<file path="config.mk">
export PLATFORM = sky130hd
export DESIGN_NAME = cnn_layer_sequencer
export DESIGN_NICKNAME = d
export VERILOG_FILES = /design/src/rtl/cnn_pkg.sv /design/src/rtl/stage_timer.sv /design/src/rtl/cnn_layer_sequencer.sv
export SDC_FILE = /design/constraint.sdc
export NUM_CORES = 1
export LEC_CHECK = 0
export ABC_AREA = 1
export BUFFER_PORTS_ARGS = -buffer_cell sky130_fd_sc_hd__buf_2
export CORE_ASPECT_RATIO = 0.75
export CORE_MARGIN = 2
export CORE_UTILIZATION = 46
export DETAILED_ROUTE_END_ITERATION = 6
export HOLD_SLACK_MARGIN = 0.06
export PLACE_DENSITY_LB_ADDON = 0.3
export SYNTH_ARGS = -nofsm -noshare
export SYNTH_HDL_FRONTEND = slang
export SYNTH_SLANG_ARGS = --single-unit
</file>
<file path="constraint.sdc">
create_clock -name clk -period 2.01 [get_ports clk]
set_clock_uncertainty 0.2 [all_clocks]
set_input_delay 0.201 -clock clk [delete_from_list [all_inputs] [get_ports clk]]
set_output_delay 0.201 -clock clk [all_outputs]
set_load 0.005 [all_outputs]
</file>
<file path="src/rtl/cnn_pkg.sv">
// cnn_pkg: shared definitions for the CNN layer sequencer.
//   state_e        - sequencer FSM states
//   STG_*          - err_stage encodings reported on timeout
//   DEFAULT_TIMEOUT_CYCLES - default per-stage stall limit
//   stage_code()   - maps a layer state to its err_stage encoding
package cnn_pkg;

  typedef enum logic [2:0] {
    IDLE = 3'd0,
    CONV = 3'd1,
    RELU = 3'd2,
    POOL = 3'd3,
    NEXT = 3'd4,
    ERR  = 3'd5
  } state_e;

  localparam logic [1:0] STG_NONE = 2'd0;
  localparam logic [1:0] STG_CONV = 2'd1;
  localparam logic [1:0] STG_RELU = 2'd2;
  localparam logic [1:0] STG_POOL = 2'd3;

  localparam int DEFAULT_TIMEOUT_CYCLES = 1024;

  function automatic logic [1:0] stage_code(input state_e s);
    case (s)
      CONV:    return STG_CONV;
      RELU:    return STG_RELU;
      POOL:    return STG_POOL;
      default: return STG_NONE;
    endcase
  endfunction

endpackage

</file>
<file path="src/rtl/stage_timer.sv">
// stage_timer: per-stage cycle counter shared by the conv/relu/pool stages.
// Ports:
//   clk, rst  - clock, asynchronous active-low reset
//   clear     - zero the counter (takes priority over enable)
//   enable    - count one cycle
//   count     - current count (0 on the first cycle of a stage)
//   timeout   - high while enabled and count has reached LIMIT-1
module stage_timer
  import cnn_pkg::*;
#(
  parameter int CNT_W = 16,
  parameter int LIMIT = DEFAULT_TIMEOUT_CYCLES
) (
  input  logic             clk,
  input  logic             rst,
  input  logic             clear,
  input  logic             enable,
  output logic [CNT_W-1:0] count,
  output logic             timeout
);

  logic [CNT_W-1:0] count_q, count_d;

  always_comb begin
    count_d = count_q;
    if (clear) begin
      count_d = '0;
    end else if (enable) begin
      count_d = count_q + CNT_W'(1);
    end
  end

  always_ff @(posedge clk or negedge rst) begin
    if (!rst) begin
      count_q <= '0;
    end else begin
      count_q <= count_d;
    end
  end

  assign count   = count_q;
  assign timeout = enable && (count_q == CNT_W'(LIMIT - 1));

endmodule

</file>
<file path="src/rtl/cnn_layer_sequencer.sv">
// cnn_layer_sequencer: runs conv -> relu -> pool for each image of a batch.
// Ports:
//   clk, rst            - clock, asynchronous active-low reset
//   start, abort        - batch start request / cancel
//   cfg_num_images      - batch size, latched on an accepted start
//   conv/relu/pool_done - completion from each layer
//   conv/relu/pool_enable - level enables to each layer
//   img_idx             - 0-based image in progress
//   busy, done          - batch running / one-cycle batch-complete pulse
//   error, err_stage    - sticky stall flag and the stage that stalled
//   stage_cycles        - enable-high cycles of the last completed stage
//
// state | meaning
// IDLE  | waiting for start
// CONV  | conv_enable high, waiting for conv_done
// RELU  | relu_enable high, waiting for relu_done
// POOL  | pool_enable high, waiting for pool_done
// NEXT  | one cycle: advance image index or finish batch
// ERR   | a stage timed out; waits for start
module cnn_layer_sequencer
  import cnn_pkg::*;
#(
  parameter int TIMEOUT_CYCLES = DEFAULT_TIMEOUT_CYCLES,
  parameter int CNT_W          = 16,
  parameter int IMG_W          = 8
) (
  input  logic             clk,
  input  logic             rst,
  input  logic             start,
  input  logic             abort,
  input  logic [IMG_W-1:0] cfg_num_images,
  input  logic             conv_done,
  input  logic             relu_done,
  input  logic             pool_done,
  output logic             conv_enable,
  output logic             relu_enable,
  output logic             pool_enable,
  output logic [IMG_W-1:0] img_idx,
  output logic             busy,
  output logic             done,
  output logic             error,
  output logic [1:0]       err_stage,
  output logic [CNT_W-1:0] stage_cycles
);

  state_e           state_q, state_d;
  logic [IMG_W-1:0] num_q, num_d;
  logic [IMG_W-1:0] img_idx_q, img_idx_d;
  logic             done_q, done_d;
  logic             error_q, error_d;
  logic [1:0]       err_stage_q, err_stage_d;
  logic [CNT_W-1:0] stage_cycles_q, stage_cycles_d;
  logic             conv_en_q, conv_en_d;
  logic             relu_en_q, relu_en_d;
  logic             pool_en_q, pool_en_d;
  logic             busy_q, busy_d;

  logic             in_stage;
  logic             next_in_stage;
  logic             stage_done;
  logic             tmr_clear;
  logic [CNT_W-1:0] tmr_count;
  logic             tmr_timeout;

  assign in_stage      = (state_q == CONV) || (state_q == RELU) || (state_q == POOL);
  assign next_in_stage = (state_d == CONV) || (state_d == RELU) || (state_d == POOL);

  // Only the done of the layer currently enabled is looked at, so a stale
  // or early done from another layer can never advance the sequence.
  always_comb begin
    stage_done = 1'b0;
    case (state_q)
      CONV:    stage_done = conv_done;
      RELU:    stage_done = relu_done;
      POOL:    stage_done = pool_done;
      default: stage_done = 1'b0;
    endcase
  end

  // Counter restarts on every stage entry, including CONV->CONV via NEXT.
  assign tmr_clear = next_in_stage && (state_d != state_q);

  stage_timer #(
    .CNT_W (CNT_W),
    .LIMIT (TIMEOUT_CYCLES)
  ) u_stage_timer (
    .clk     (clk),
    .rst     (rst),
    .clear   (tmr_clear),
    .enable  (in_stage),
    .count   (tmr_count),
    .timeout (tmr_timeout)
  );

  always_comb begin
    state_d        = state_q;
    num_d          = num_q;
    img_idx_d      = img_idx_q;
    done_d         = 1'b0;
    error_d        = error_q;
    err_stage_d    = err_stage_q;
    stage_cycles_d = stage_cycles_q;

    case (state_q)
      IDLE, ERR: begin
        if (start) begin
          error_d     = 1'b0;
          err_stage_d = STG_NONE;
          if (cfg_num_images != '0) begin
            num_d     = cfg_num_images;
            img_idx_d = '0;
            state_d   = CONV;
          end else begin
            done_d  = 1'b1;
            state_d = IDLE;
          end
        end
      end
      CONV, RELU, POOL: begin
        if (abort) begin
          state_d = IDLE;
        end else if (stage_done) begin
          // done beats a coincident timeout
          stage_cycles_d = tmr_count + CNT_W'(1);
          case (state_q)
            CONV:    state_d = RELU;
            RELU:    state_d = POOL;
            default: state_d = NEXT;
          endcase
        end else if (tmr_timeout) begin
          state_d     = ERR;
          error_d     = 1'b1;
          err_stage_d = stage_code(state_q);
        end
      end
      NEXT: begin
        if (abort) begin
          state_d = IDLE;
        end else if (img_idx_q == num_q - IMG_W'(1)) begin
          done_d  = 1'b1;
          state_d = IDLE;
        end else begin
          img_idx_d = img_idx_q + IMG_W'(1);
          state_d   = CONV;
        end
      end
      default: state_d = IDLE;
    endcase

    // Outputs are registered copies of the next-state decode so each
    // enable is high exactly while the FSM sits in its state.
    conv_en_d = (state_d == CONV);
    relu_en_d = (state_d == RELU);
    pool_en_d = (state_d == POOL);
    busy_d    = next_in_stage || (state_d == NEXT);
  end

  always_ff @(posedge clk or negedge rst) begin
    if (!rst) begin
      state_q        <= IDLE;
      num_q          <= '0;
      img_idx_q      <= '0;
      done_q         <= 1'b0;
      error_q        <= 1'b0;
      err_stage_q    <= STG_NONE;
      stage_cycles_q <= '0;
      conv_en_q      <= 1'b0;
      relu_en_q      <= 1'b0;
      pool_en_q      <= 1'b0;
      busy_q         <= 1'b0;
    end else begin
      state_q        <= state_d;
      num_q          <= num_d;
      img_idx_q      <= img_idx_d;
      done_q         <= done_d;
      error_q        <= error_d;
      err_stage_q    <= err_stage_d;
      stage_cycles_q <= stage_cycles_d;
      conv_en_q      <= conv_en_d;
      relu_en_q      <= relu_en_d;
      pool_en_q      <= pool_en_d;
      busy_q         <= busy_d;
    end
  end

  assign conv_enable  = conv_en_q;
  assign relu_enable  = relu_en_q;
  assign pool_enable  = pool_en_q;
  assign img_idx      = img_idx_q;
  assign busy         = busy_q;
  assign done         = done_q;
  assign error        = error_q;
  assign err_stage    = err_stage_q;
  assign stage_cycles = stage_cycles_q;

endmodule
</file>
==> summary.txt <==
Drt
  – Via density: 5.20
  – Wire per inst: 15.3 um
  – DRC viols: 0
  – ANT nets after route: 0
  – TritonRoute pass-1 iters: 5
  – Initial DRC Count: 237
  – DRT Wirelength: 9880 um
  – Vias: 3352

Pwr
  – Peak VDD IR: 0.000860 V
  – Tot Pwr: 8.26 mW
  – Leakage power: 2.45 nW
  – P per Cell Area: 1710 nW/um^2

Layout
  – Area Growth Syn to Fin: 45.4%
  – Finished layout cell area: 4840 um^2
  – ANT cells: 0
  – Nets@finish: 560
  – Leading cell types in the layout, fill and taps excluded: nand2_1 (105), dfrtp_1 (56), buf_4 (50)
  – Layout cells sized above 1: 40.6%
  – Commonest non-fill, non-tap cell in the layout: nand2_1
  – Fill cells: 494

STA
  – Hold Slack: 182 ps
  – Worst Max-Slew Pin Slew: 578 ps
  – RSZ-0062 raised after global routing: yes
  – Final setup vio count: 37
  – Crit share post-route: 115%
  – Final min period: 2320 ps
  – Fin. Hold Viols: 0
  – Worst setup margin: -309 ps
  – Max frequency: 431 MHz
  – Final TNS setup: -7530 ps
  – Relative slew slack: 61.5%
  – Max-slew violations: 0

Yosys
  – Fraction of registers with async set/reset: 100%
  – Post-synth EDFFs: 0
  – Synth Warn #: 0
  – Avg Inst Size Synth: 7.84 um^2
  – Syn Nets: 442
  – Post-synthesis sequential area ratio: 44.4%
  – Synth cell types: 33
  – Cell area after synthesis: 3330 um^2
  – Post-synthesis instance total: 424
  – Top FF cell, synth: dfrtp_1
  – Yosys reg bits: 59

Floorplanning
  – # rows: 26
  – Core Region: 6900 um^2
  – Die extent in y: 77.6 um
  – Io pins: 47
  – Die extent in x: 102 um
  – Die area: 7930 um^2
  – Starting density of the core: 48.2%

Clock network
  – TritonCTS clock tree: built
  – Max H-tree Level: 3
  – CTS Buf Count: 9
  – Clock root buffer: clkbuf_8
  – Clock Latency Late Sink: 350 ps
  – CTS max path bufs: 2
  – Clock sink count: 59
  – CTS clock-pin slew for the worst setup and hold paths: 70 ps

Place
  – Dpl ws: -174 ps
  – Placed Area: 4020 um^2
  – PortBufs: 46
  – GPL Wtd Cong: 0.910
  – Detail Placement HPWL: 6050 um

Setup path
  – Critical Path RT: 2090 ps
  – Worst EP arrival: 2400 ps
  – Setup crit start kind: flop
  – CP endpoint kind: flop
  – Worst reg2reg path depth: 11
  – Crit path max fanout: 8
  – Critical path class: reg2reg

Global route
  – Vias in the first global route: 3122
  – Initial antenna violation count: 0
  – Grt ovf: 0
  – Largest net degree at the start of global routing: 38
  – Total Routing Usage GR: 24.4%
  – First-pass GRT wire length: 14800 um

Outcome
  – Failing checks: negative setup slack
  – Status: finished, violations left

Hold path
  – Worst Hold Class: in2async

Flow run
  – Max-cap violations: 0
## layer usage
layer / wire length [um] / global-route usage, % / part of all wire, %
met1: 4690 / 36.5 / 47
met2: 4380 / 34.7 / 44
met3: 629 / 6.22 / 6.4
met4: 187 / 7.33 / 1.9
met5: 0 / 0 / 0
## report_power, final
part	switching (mW)	total [mW]	internal, mW
clock	0.479	1.24	0.764
combinational	2.94	4.96	2.02
sequential	0.418	2.06	1.64
## worst max-delay path, cell delays in order (launching register included)
cell	delay, ps
dfrtp_2	490
inv_2	100
nand2_1	60
nor2_1	200
nand3_1	180
a21oi_2	240
nand3_2	120
nand3_4	110
nand2_4	80
nand2_4	100
nand3_4	190
a21oi_2	180
## per-stage QoR
step | std cells | util [%]
2_1_floorplan | 424 | -
3_3_place_gp | 604 | 58.3
3_5_place_dp | 604 | 58.3
4_1_cts | 635 | 64.6
5_1_grt | 645 | 70.1
6_report | 645 | 70.1
## final timing paths
check                                      from                endpoint  slack, ps
worst max-delay path                   num_q[2]  u_stage_timer.count[2]       -310
worst min-delay path                        rst                num_q[1]        180
worst max register to register         num_q[2]  u_stage_timer.count[2]       -310
worst min register to register  stage_cycles[8]         stage_cycles[8]        280
max in group asynchronous                   rst              state_q[2]        820
min in group clk                      pool_done             relu_enable        260
## logic make-up after synthesis
family | after synthesis | synth area share, %
flip-flops | 59 | 44.4
AND/OR/NAND/NOR | 207 | 27.8
XOR/XNOR | 21 | 5.53
adder cells (fa/ha/maj) | 3 | 1.13
AO/OA/AOI/OAI | 66 | 12.3
multiplexers | 3 | 0.903
buffers and inverters | 65 | 7.90
## timing repair
item                       CTS  global route
hold buffers                11             0
setup endpoints to repair   23            49
setup buffers                3             8
hold endpoints to repair    32             0
gates cloned                 1             2
gates resized for setup     18            82
pin swaps                    8            15
## cell type report
type                    instances  area, um^2  area share [%]
flip-flops and latches         59        1480            30.6
inverters                      56         233            4.81
well taps                      98         123            2.54
repair inverters                1        8.76           0.181
clock buffers                  12         155            3.21
clock inverters                 4        72.6            1.50
repair buffers                114         838            17.3
multi-input cells             301        1930            39.8
## synthesized netlist by cell type (all sizes together) (2+ instances only)
cell | count | area [um^2]
nand3 | 34 | 198
a21oi | 26 | 190
nand4 | 8 | 50.1
o31ai | 4 | 30.0
nor3 | 7 | 40.0
o21ai | 32 | 160
ha | 3 | 37.5
xor2 | 17 | 149
nor2 | 29 | 134
nand2 | 129 | 504
inv | 55 | 206
o211ai | 2 | 15.0
dfrtp | 59 | 1480
mux2i | 3 | 30.0
xnor2 | 4 | 35.0
buf | 5 | 36.3
clkbuf | 4 | 16.3
## sequential cells by signal (all words and copies together), names as in the netlist, 2 cells and up
register             cells
u_stage_timer.count     16
num_q                    8
state_q                  3
err_stage                2
img_idx                  8
stage_cycles            16
Note: power is estimated with default switching activity, not from simulation.
